===== src/rtl/sadiv_seq.sv =====
// ----------------------------------------------------------------------------
// sadiv_seq : 32-bit signed sequential divider (restoring, one bit per cycle)
// Rev 1.0
// ----------------------------------------------------------------------------
`default_nettype none

module sadiv_seq (
  input  logic        clk,
  input  logic        rst_n,
  input  logic        start,
  input  logic [31:0] a,
  input  logic [31:0] b,
  output logic        busy,
  output logic        done,
  output logic [31:0] quotient,
  output logic [31:0] remainder,
  output logic        div_by_zero
);

  localparam logic [1:0] IDLE = 2'd0;
  localparam logic [1:0] CALC = 2'd1;
  localparam logic [1:0] FIX  = 2'd2;
  localparam logic [1:0] DONE = 2'd3;

  logic [1:0]  state;
  logic [1:0]  state_nxt;
  logic [4:0]  cnt;
  logic [31:0] qreg;
  logic [31:0] dvs;
  logic [31:0] prem;
  logic        neg_q;
  logic        neg_r;
  logic        b_zero;

  logic [32:0] shifted;
  logic [32:0] diff;
  logic [31:0] q_fix;
  logic [31:0] r_fix;

  always_ff @(posedge clk or negedge rst_n) begin
    if (!rst_n) begin
      state <= IDLE;
    end else begin
      state <= state_nxt;
    end
  end

  always_comb begin
    state_nxt = state;
    case (state)
      IDLE:    if (start) state_nxt = CALC;
      CALC:    if (cnt == 5'd31) state_nxt = FIX;
      FIX:     state_nxt = DONE;
      DONE:    state_nxt = IDLE;
      default: state_nxt = IDLE;
    endcase
  end

  always_comb begin
    busy = (state != IDLE);
    done = (state == DONE);
  end

  // The restored remainder is always below the divisor, so 32 bits hold it;
  // only the trial subtraction needs the 33rd bit.
  assign shifted = {prem, qreg[31]};
  assign diff    = shifted - {1'b0, dvs};

  // A zero divisor leaves |a| as remainder, so the sign fix-up returns a itself.
  assign q_fix = b_zero ? 32'hFFFF_FFFF : (neg_q ? (~qreg + 32'd1) : qreg);
  assign r_fix = neg_r ? (~prem + 32'd1) : prem;

  always_ff @(posedge clk or negedge rst_n) begin
    if (!rst_n) begin
      cnt         <= 5'd0;
      qreg        <= 32'd0;
      dvs         <= 32'd0;
      prem        <= 32'd0;
      neg_q       <= 1'b0;
      neg_r       <= 1'b0;
      b_zero      <= 1'b0;
      quotient    <= 32'd0;
      remainder   <= 32'd0;
      div_by_zero <= 1'b0;
    end else begin
      case (state)
        IDLE: begin
          if (start) begin
            qreg   <= a[31] ? (~a + 32'd1) : a;
            dvs    <= b[31] ? (~b + 32'd1) : b;
            prem   <= 32'd0;
            cnt    <= 5'd0;
            neg_q  <= a[31] ^ b[31];
            neg_r  <= a[31];
            b_zero <= (b == 32'd0);
          end
        end
        CALC: begin
          cnt  <= cnt + 5'd1;
          prem <= diff[32] ? shifted[31:0] : diff[31:0];
          qreg <= {qreg[30:0], ~diff[32]};
        end
        FIX: begin
          quotient    <= q_fix;
          remainder   <= r_fix;
          div_by_zero <= b_zero;
        end
        default: ;
      endcase
    end
  end

endmodule

`default_nettype wire


===== config.mk =====
export PLATFORM = sky130hd
export DESIGN_NAME = sadiv_seq
export DESIGN_NICKNAME = d
export VERILOG_FILES = /design/src/rtl/sadiv_seq.sv
export SDC_FILE = /design/constraint.sdc
export NUM_CORES = 1
export LEC_CHECK = 0
export BUFFER_PORTS_ARGS = -buffer_cell sky130_fd_sc_hd__buf_2
export CAP_MARGIN = 20
export CORE_MARGIN = 3
export CORE_UTILIZATION = 40
export CTS_BUF_LIST = sky130_fd_sc_hd__clkbuf_8
export DETAILED_ROUTE_END_ITERATION = 10
export PLACE_DENSITY = 0.7
export SLEW_MARGIN = 5
export SYNTH_ARGS = -nofsm -noshare
export SYNTH_HDL_FRONTEND = slang
export SYNTH_SLANG_ARGS = --single-unit

===== constraint.sdc =====
create_clock -name clk -period 4.8 [get_ports clk]
set_input_delay 0.96 -clock clk [delete_from_list [all_inputs] [get_ports clk]]
set_output_delay 0.96 -clock clk [all_outputs]
set_load 0.02 [all_outputs]

==> results of run 1 <==
[state kept, by name, summed over array words and instances, names as in the netlist]
| name | flops |
|---|---|
| neg_q | 1 |
| cnt | 5 |
| remainder | 32 |
| neg_r | 1 |
| b_zero | 1 |
| prem | 32 |
| state | 2 |
| dvs | 32 |
| div_by_zero | 1 |
| qreg | 32 |
| quotient | 32 |
[per-layer routing]
metal,GRT usage (%),wire (um),vias to the layer above
met4,5.439,389,0
met2,27.47,11990,237
met1,27.60,13950,4425
li1,-,-,4720
met5,0,0,-
met3,3.241,1489,27
[final cells by class]
type / count / share of cell area, %
sequential: 171 / 33.99
clock inverter: 15 / 1.640
inverter: 52 / 1.551
timing repair buffer: 145 / 6.053
clock buffer: 17 / 1.859
tap: 372 / 3.697
multi-input combinational: 962 / 51.19
antenna: 1 / 0.01988
[worst max-delay path, stage by stage, from the launching register on]
cell	delay (ps)
dfrtp_1	380
inv_1	110
ha_1	250
fa_1	400
nor2b_1	170
o2111ai_1	170
a31oi_1	420
a21oi_1	130
nand2_1	160
a41oi_1	190
xnor2_2	190
buf_4	370
or4b_1	470
nand3_1	90
[final timing paths]
path                                                  to  slack, ps  cells after the start
worst min-delay path            remainder[5]$_DFFE_PN0P_        440                      1
worst max-delay path                prem[29]$_DFFE_PN0P_       1220                     13
max in group asynchronous            dvs[19]$_DFFE_PN0P_       3390                      2
worst max register to register      prem[29]$_DFFE_PN0P_       1220                     13
min in group clk                     dvs[24]$_DFFE_PN0P_        480                      2
worst min register to register       dvs[24]$_DFFE_PN0P_        480                      2
[placed cells by master, fill, tap and decap left out, types with 4 or more instances in the layout]
master / instances
a211oi_1: 4
a21o_1: 14
a21oi_1: 76
a22o_1: 5
a22oi_1: 17
a2bb2oi_1: 8
a31oi_1: 7
and2_1: 4
buf_2: 132
buf_4: 12
clkbuf_8: 17
dfrtp_1: 171
ha_1: 41
inv_1: 49
inv_6: 5
mux2_2: 10
mux2i_1: 29
nand2_1: 143
nand2b_1: 6
nand3_1: 17
nand4_1: 8
nor2_1: 80
nor2b_1: 7
nor3_1: 11
nor4_1: 6
o21a_1: 4
o21ai_0: 80
o21ai_1: 55
o21bai_1: 4
o22a_1: 32
o22ai_1: 20
o31ai_1: 30
o41ai_1: 12
or3_1: 11
or4_1: 13
or4_4: 5
xnor2_1: 55
xor2_1: 93
[kinds of logic after synthesis]
| logic type | after synthesis | share of synthesized area [%] |
|---|---|---|
| AO/OA/AOI/OAI | 396 | 22.69 |
| adder cells (fa/ha/maj) | 43 | 4.874 |
| flip-flops | 171 | 38.23 |
| multiplexers | 39 | 3.600 |
| buffers and inverters | 125 | 4.494 |
| XOR/XNOR | 149 | 11.66 |
| AND/OR/NAND/NOR | 335 | 14.44 |
[per-stage QoR]
step	hold slack (ps)	util, %
final	440.9	46.19
after global routing	457.5	46.19
after global placement	461.7	44.57
after floorplan	449.8	-
after detailed placement	472.5	44.57
after CTS	441.5	46.18
[power by group through the flow]
stage                     clock network [mW]  logic, mW  registers (mW)
after floorplan                            0       4.42            2.94
after global placement                     0       5.91            2.82
after detailed placement                   0       5.98            2.86
after CTS                               1.16       6.01            2.83
after global routing                    1.22       6.72            2.95
final                                   1.13       6.02            2.84
==> results.cfg, run 1 <==
[timing]
hold_viol = 0
post-route-period-util_pct = 74.54
rsz0062_at_grt = no
fin_ws_ps = 1222
tns_ps = 0
finalClockSkew_ps = 24.25
worst_pin_slew_ps = 1043
setup_violations = 0
fmax_mhz = 279.5
drv_slew = 0
slew_headroom_pct = 30.44
period_minus_slack_ps = 3578

[floorplan]
num_rows = 60
initial_core_util_pct = 41.07
dieArea_sq_um = 30020
die_h_um = 173.3
die_w_um = 173.3
ioPinCount = 134
coreArea_sq_um = 27250

[power_and_ir_drop]
peakVddDrop_uv = 342.6
p_per_area_nw_per_um2 = 793.9
intPower_mw = 5.185
p_comb_share_pct = 60.3
pwr-share-seq_pct = 28.4
p_leak_nw = 5.490
power.switching_mw = 4.809
finalPower_mw = 9.994
swShare_pct = 48.12
clkPwrFrac_pct = 11.3

[synth]
syn_avg_cell_area_sq_um = 8.897
synth.area.top_cells = dfrtp_1, xor2_1, nand2_1
postSynth.asyncResetShare_pct = 100.0
synthesis.area_sq_um = 11190
post_synth_num_cell_types = 72
ys_seq_area_share_pct = 38.23
synth-seq-cells = 171
synthCells = 1258
synth_top_cell_by_area = dfrtp_1
syn_nets = 1368
synth_top_area_share_pct = 38.23
synth_edf_count = 0
ys.flop_type = dfrtp_1
yosys_warnings = 0
yosys.cell_count.top_type = dfrtp_1
synthTopCellsByCount = dfrtp_1, nand2_1, xor2_1

[layout]
area_growth_pct = 12.48
stdcell_count = 1735
regArea_sq_um = 4279
final_cell_area_sq_um = 12590
fill_cells = 2626
multi_input_area_sq_um = 6444
fin_nets = 1459
drive_gt1_share_pct = 15.49

[place]
preCtsSetupSlack_ps = 1011
io_buffers = 133
dp_cells = 1702
gp_congestion = 0.9155
dp_hpwl_mm = 20.52
place_area_sq_um = 12150

[critical_path]
reg2reg_from = qreg[31]$_DFFE_PN0P_
crit_type = reg2reg
cp.required_ps = 5190
arrival_ps = 3970
critPathLaunchType = register
cp-end-kind = register
startpoint = qreg[31]$_DFFE_PN0P_
path_max_fanout = 27

[drt]
drt-pass1-iter-count = 6
drc = 0
avgViaCountPerCell = 5.423
antenna_left = 0
first_iter_violations = 715
routed_wl_mm = 27.81
vias = 9409
routedWlPerCell_um = 16.03

[grt]
grt_pass1_vias = 9103
overflow = 0
grt_pass1_wl_mm = 46.65
grt_max_degree = 78
antenna_found_initial = 1
track_usage_pct = 18.51

[cts]
clk-insertion-delay-late_ps = 470
cts.htree.levels = 4
clock-sinks = 171
numCtsBuffers = 17
clk_pin_slew_ps = 100
post_cts_resized = 0
cts-root-buf = clkbuf_8
cts_setup_buffers = 0
cts_tree = yes
postCtsHoldBufs = 0
clock_path_buffers = 2

[min_path]
hp-class = in2async

[job]
maxCapViolCount = 0

[run_status]
status = finished, final reports clean
(Power assumes the default switching activity.)
==> run 2: changes to the inputs <==
==> constraint.sdc (replaced) <==
create_clock -name clk -period 3.3 [get_ports clk]
set_input_delay 0.66 -clock clk [delete_from_list [all_inputs] [get_ports clk]]
set_output_delay 0.66 -clock clk [all_outputs]
set_load 0.02 [all_outputs]
==> run 2 against run 1 <==
  * Worst hold slack lost 260 ps
  * Routed wire length grew 4.6%
  * Clock skew shrank 11 ps
  * Critical path type unchanged
  * First-iteration DRC count grew 13%
  * Highest routed layer unchanged
  * Total power grew 52%
  * Register-to-register slack lost 1100 ps
  * Clock-buffer cell count grew 1
  * Worst setup slack lost 1100 ps
  * Critical endpoint is now remainder[28]$_DFFE_PN0P_
==> results.cfg, run 2 (same netlist as run 1, synthesis figures left out) <==
[run_status]
status = finished, final reports clean

[drt]
first_iter_violations = 809
vias = 9689
drt-pass1-iter-count = 6
routed_wl_mm = 29.09
routedWlPerCell_um = 16.29
drc = 0
avgViaCountPerCell = 5.425
antenna_left = 0

[critical_path]
r2r_cells = 9
critPathLaunchType = register
cp-end-kind = register
worst_path_max_delay_cell = or4_4
r2r_slack_ps = 100
path_max_fanout = 3
arrival_ps = 3550
cp_top_family = simple AND/OR/NAND/NOR gates
critPathBufInv = 0
cpMostUsedCell = or4_4
slowest_delay_ps = 560
worstPathCellList = or4_4, nor4_4, nand3_2, or4_4, or3_4, or4_4, o31ai_4, xor2_1, a21oi_1
cp.depth = 9
crit_type = reg2reg
cp.required_ps = 3650

[power_and_ir_drop]
pwr-share-seq_pct = 27.0
p_leak_nw = 5.754
power.switching_mw = 7.246
peakVddDrop_uv = 503.4
finalPower_mw = 15.21
p_per_area_nw_per_um2 = 1164
intPower_mw = 7.959
p_comb_share_pct = 62.8
clkPwrFrac_pct = 10.2
swShare_pct = 47.66

[cts]
cts.htree.levels = 4
clk_pin_slew_ps = 100
clock_path_buffers = 2
cts-root-buf = clkbuf_8
postCtsHoldBufs = 0
clock-sinks = 171
clk-insertion-delay-late_ps = 470
cts_tree = yes
numCtsBuffers = 17

[grt]
grt_max_degree = 74
track_usage_pct = 18.96
overflow = 0
antenna_found_initial = 0
grt_pass1_wl_mm = 47.69
grt_pass1_vias = 9376

[timing]
finalClockSkew_ps = 13.13
drv_slew = 0
rsz0062_at_grt = yes
fmax_mhz = 312.3
setup_violations = 0
hold_viol = 0
worst_pin_slew_ps = 1181
post-route-period-util_pct = 97.02
period_minus_slack_ps = 3202
slew_headroom_pct = 21.23

[floorplan]
initial_core_util_pct = 41.07
coreArea_sq_um = 27250
ioPinCount = 134
dieArea_sq_um = 30020
die_w_um = 173.3
die_h_um = 173.3
num_rows = 60

[layout]
antenna_cells = 0
fill_cells = 2574
fin_nets = 1511
regArea_sq_um = 4280
area_growth_pct = 16.77
final_common_cell = dfrtp_1
drive_gt1_share_pct = 19.09
final_cell_mix = dfrtp_1, nand2_1, buf_2
stdcell_count = 1786
multi_input_area_sq_um = 6514

[place]
dp_cells = 1739
gp_congestion = 0.9350
io_buffers = 133
dp_hpwl_mm = 21.37

[job]
maxCapViolCount = 0

[min_path]
hp-class = in2async
-- run 2: cell count changes in the layout (fill, tap and decap cells not counted), sizes merged --
cell	delta
clkbuf	+1
inv	-1
buf	+52
clkinv	+1
bufinv	-1
diode	-1
-- run 2: cell type report --
class | count | area share [%]
Multi-Input combinational cell | 962 | 49.84
Sequential cell | 171 | 32.75
Timing Repair Buffer | 197 | 9.201
Tap cell | 372 | 3.562
Clock buffer | 18 | 1.896
Inverter | 52 | 1.494
Clock inverter | 14 | 1.254
-- run 2: worst register-to-register path, cell delays in order, from the launching register on --
cell and delay [ps]:
dfrtp_2 420, or4_4 560, nor4_4 230, nand3_2 140
or4_4 450, or3_4 350, or4_4 460, o31ai_4 230
xor2_1 170, a21oi_1 80
-- run 2: routing by layer --
layer,vias to the layer above,wire [um],global-route usage [%],part of all wire [%]
met2,212,12830,28.60,44
met1,4639,14400,27.93,50
met4,0,493,6.014,1.7
li1,4810,-,-,-
met5,-,0,0,0
met3,28,1359,2.957,4.7
-- run 2: power groups by stage --
| stage | sequential [mW] | clock [mW] | combinational (mW) |
|---|---|---|---|
| 3_3_place_gp | 4.07 | 0 | 9.14 |
| 2_1_floorplan | 4.27 | 0 | 6.44 |
| 5_1_grt | 4.25 | 1.66 | 10.5 |
| 4_1_cts | 4.08 | 1.58 | 9.42 |
| 3_5_place_dp | 4.12 | 0 | 9.31 |
| 6_report | 4.10 | 1.55 | 9.55 |
-- run 2: final timing paths --
check	start	endpoint
setup / recovery	prem[7]$_DFFE_PN0P_	remainder[28]$_DFFE_PN0P_
hold / removal	rst_n	remainder[4]$_DFFE_PN0P_
setup reg to reg	prem[7]$_DFFE_PN0P_	remainder[28]$_DFFE_PN0P_
hold reg to reg	dvs[3]$_DFFE_PN0P_	dvs[3]$_DFFE_PN0P_
max in group asynchronous	rst_n	quotient[0]$_DFFE_PN0P_
min in group clk	b[30]	b_zero$_DFFE_PN0P_
-- run 2: through the flow --
step	setup WS [ps]	hold WS (ps)	utilization, %	area (sq um)	TNS [ps]
after floorplan	149.4	364.4	-	11200	0
after global placement	32.55	462.1	45.81	12480	0
after detailed placement	-23.29	474.4	45.81	12480	-38.87
after CTS	2.201	202.1	47.68	12990	0
after global routing	-54.89	225.3	47.96	13070	-172.2
final	98.27	179.1	47.96	13070	0
-- run 2: timing repair --
action,4_1_cts,5_1_grt
endpoints found under the setup margin,2,34
pin swaps,8,12
gates resized for setup,2,7
hold endpoints to repair,0,0
setup buffers,12,3
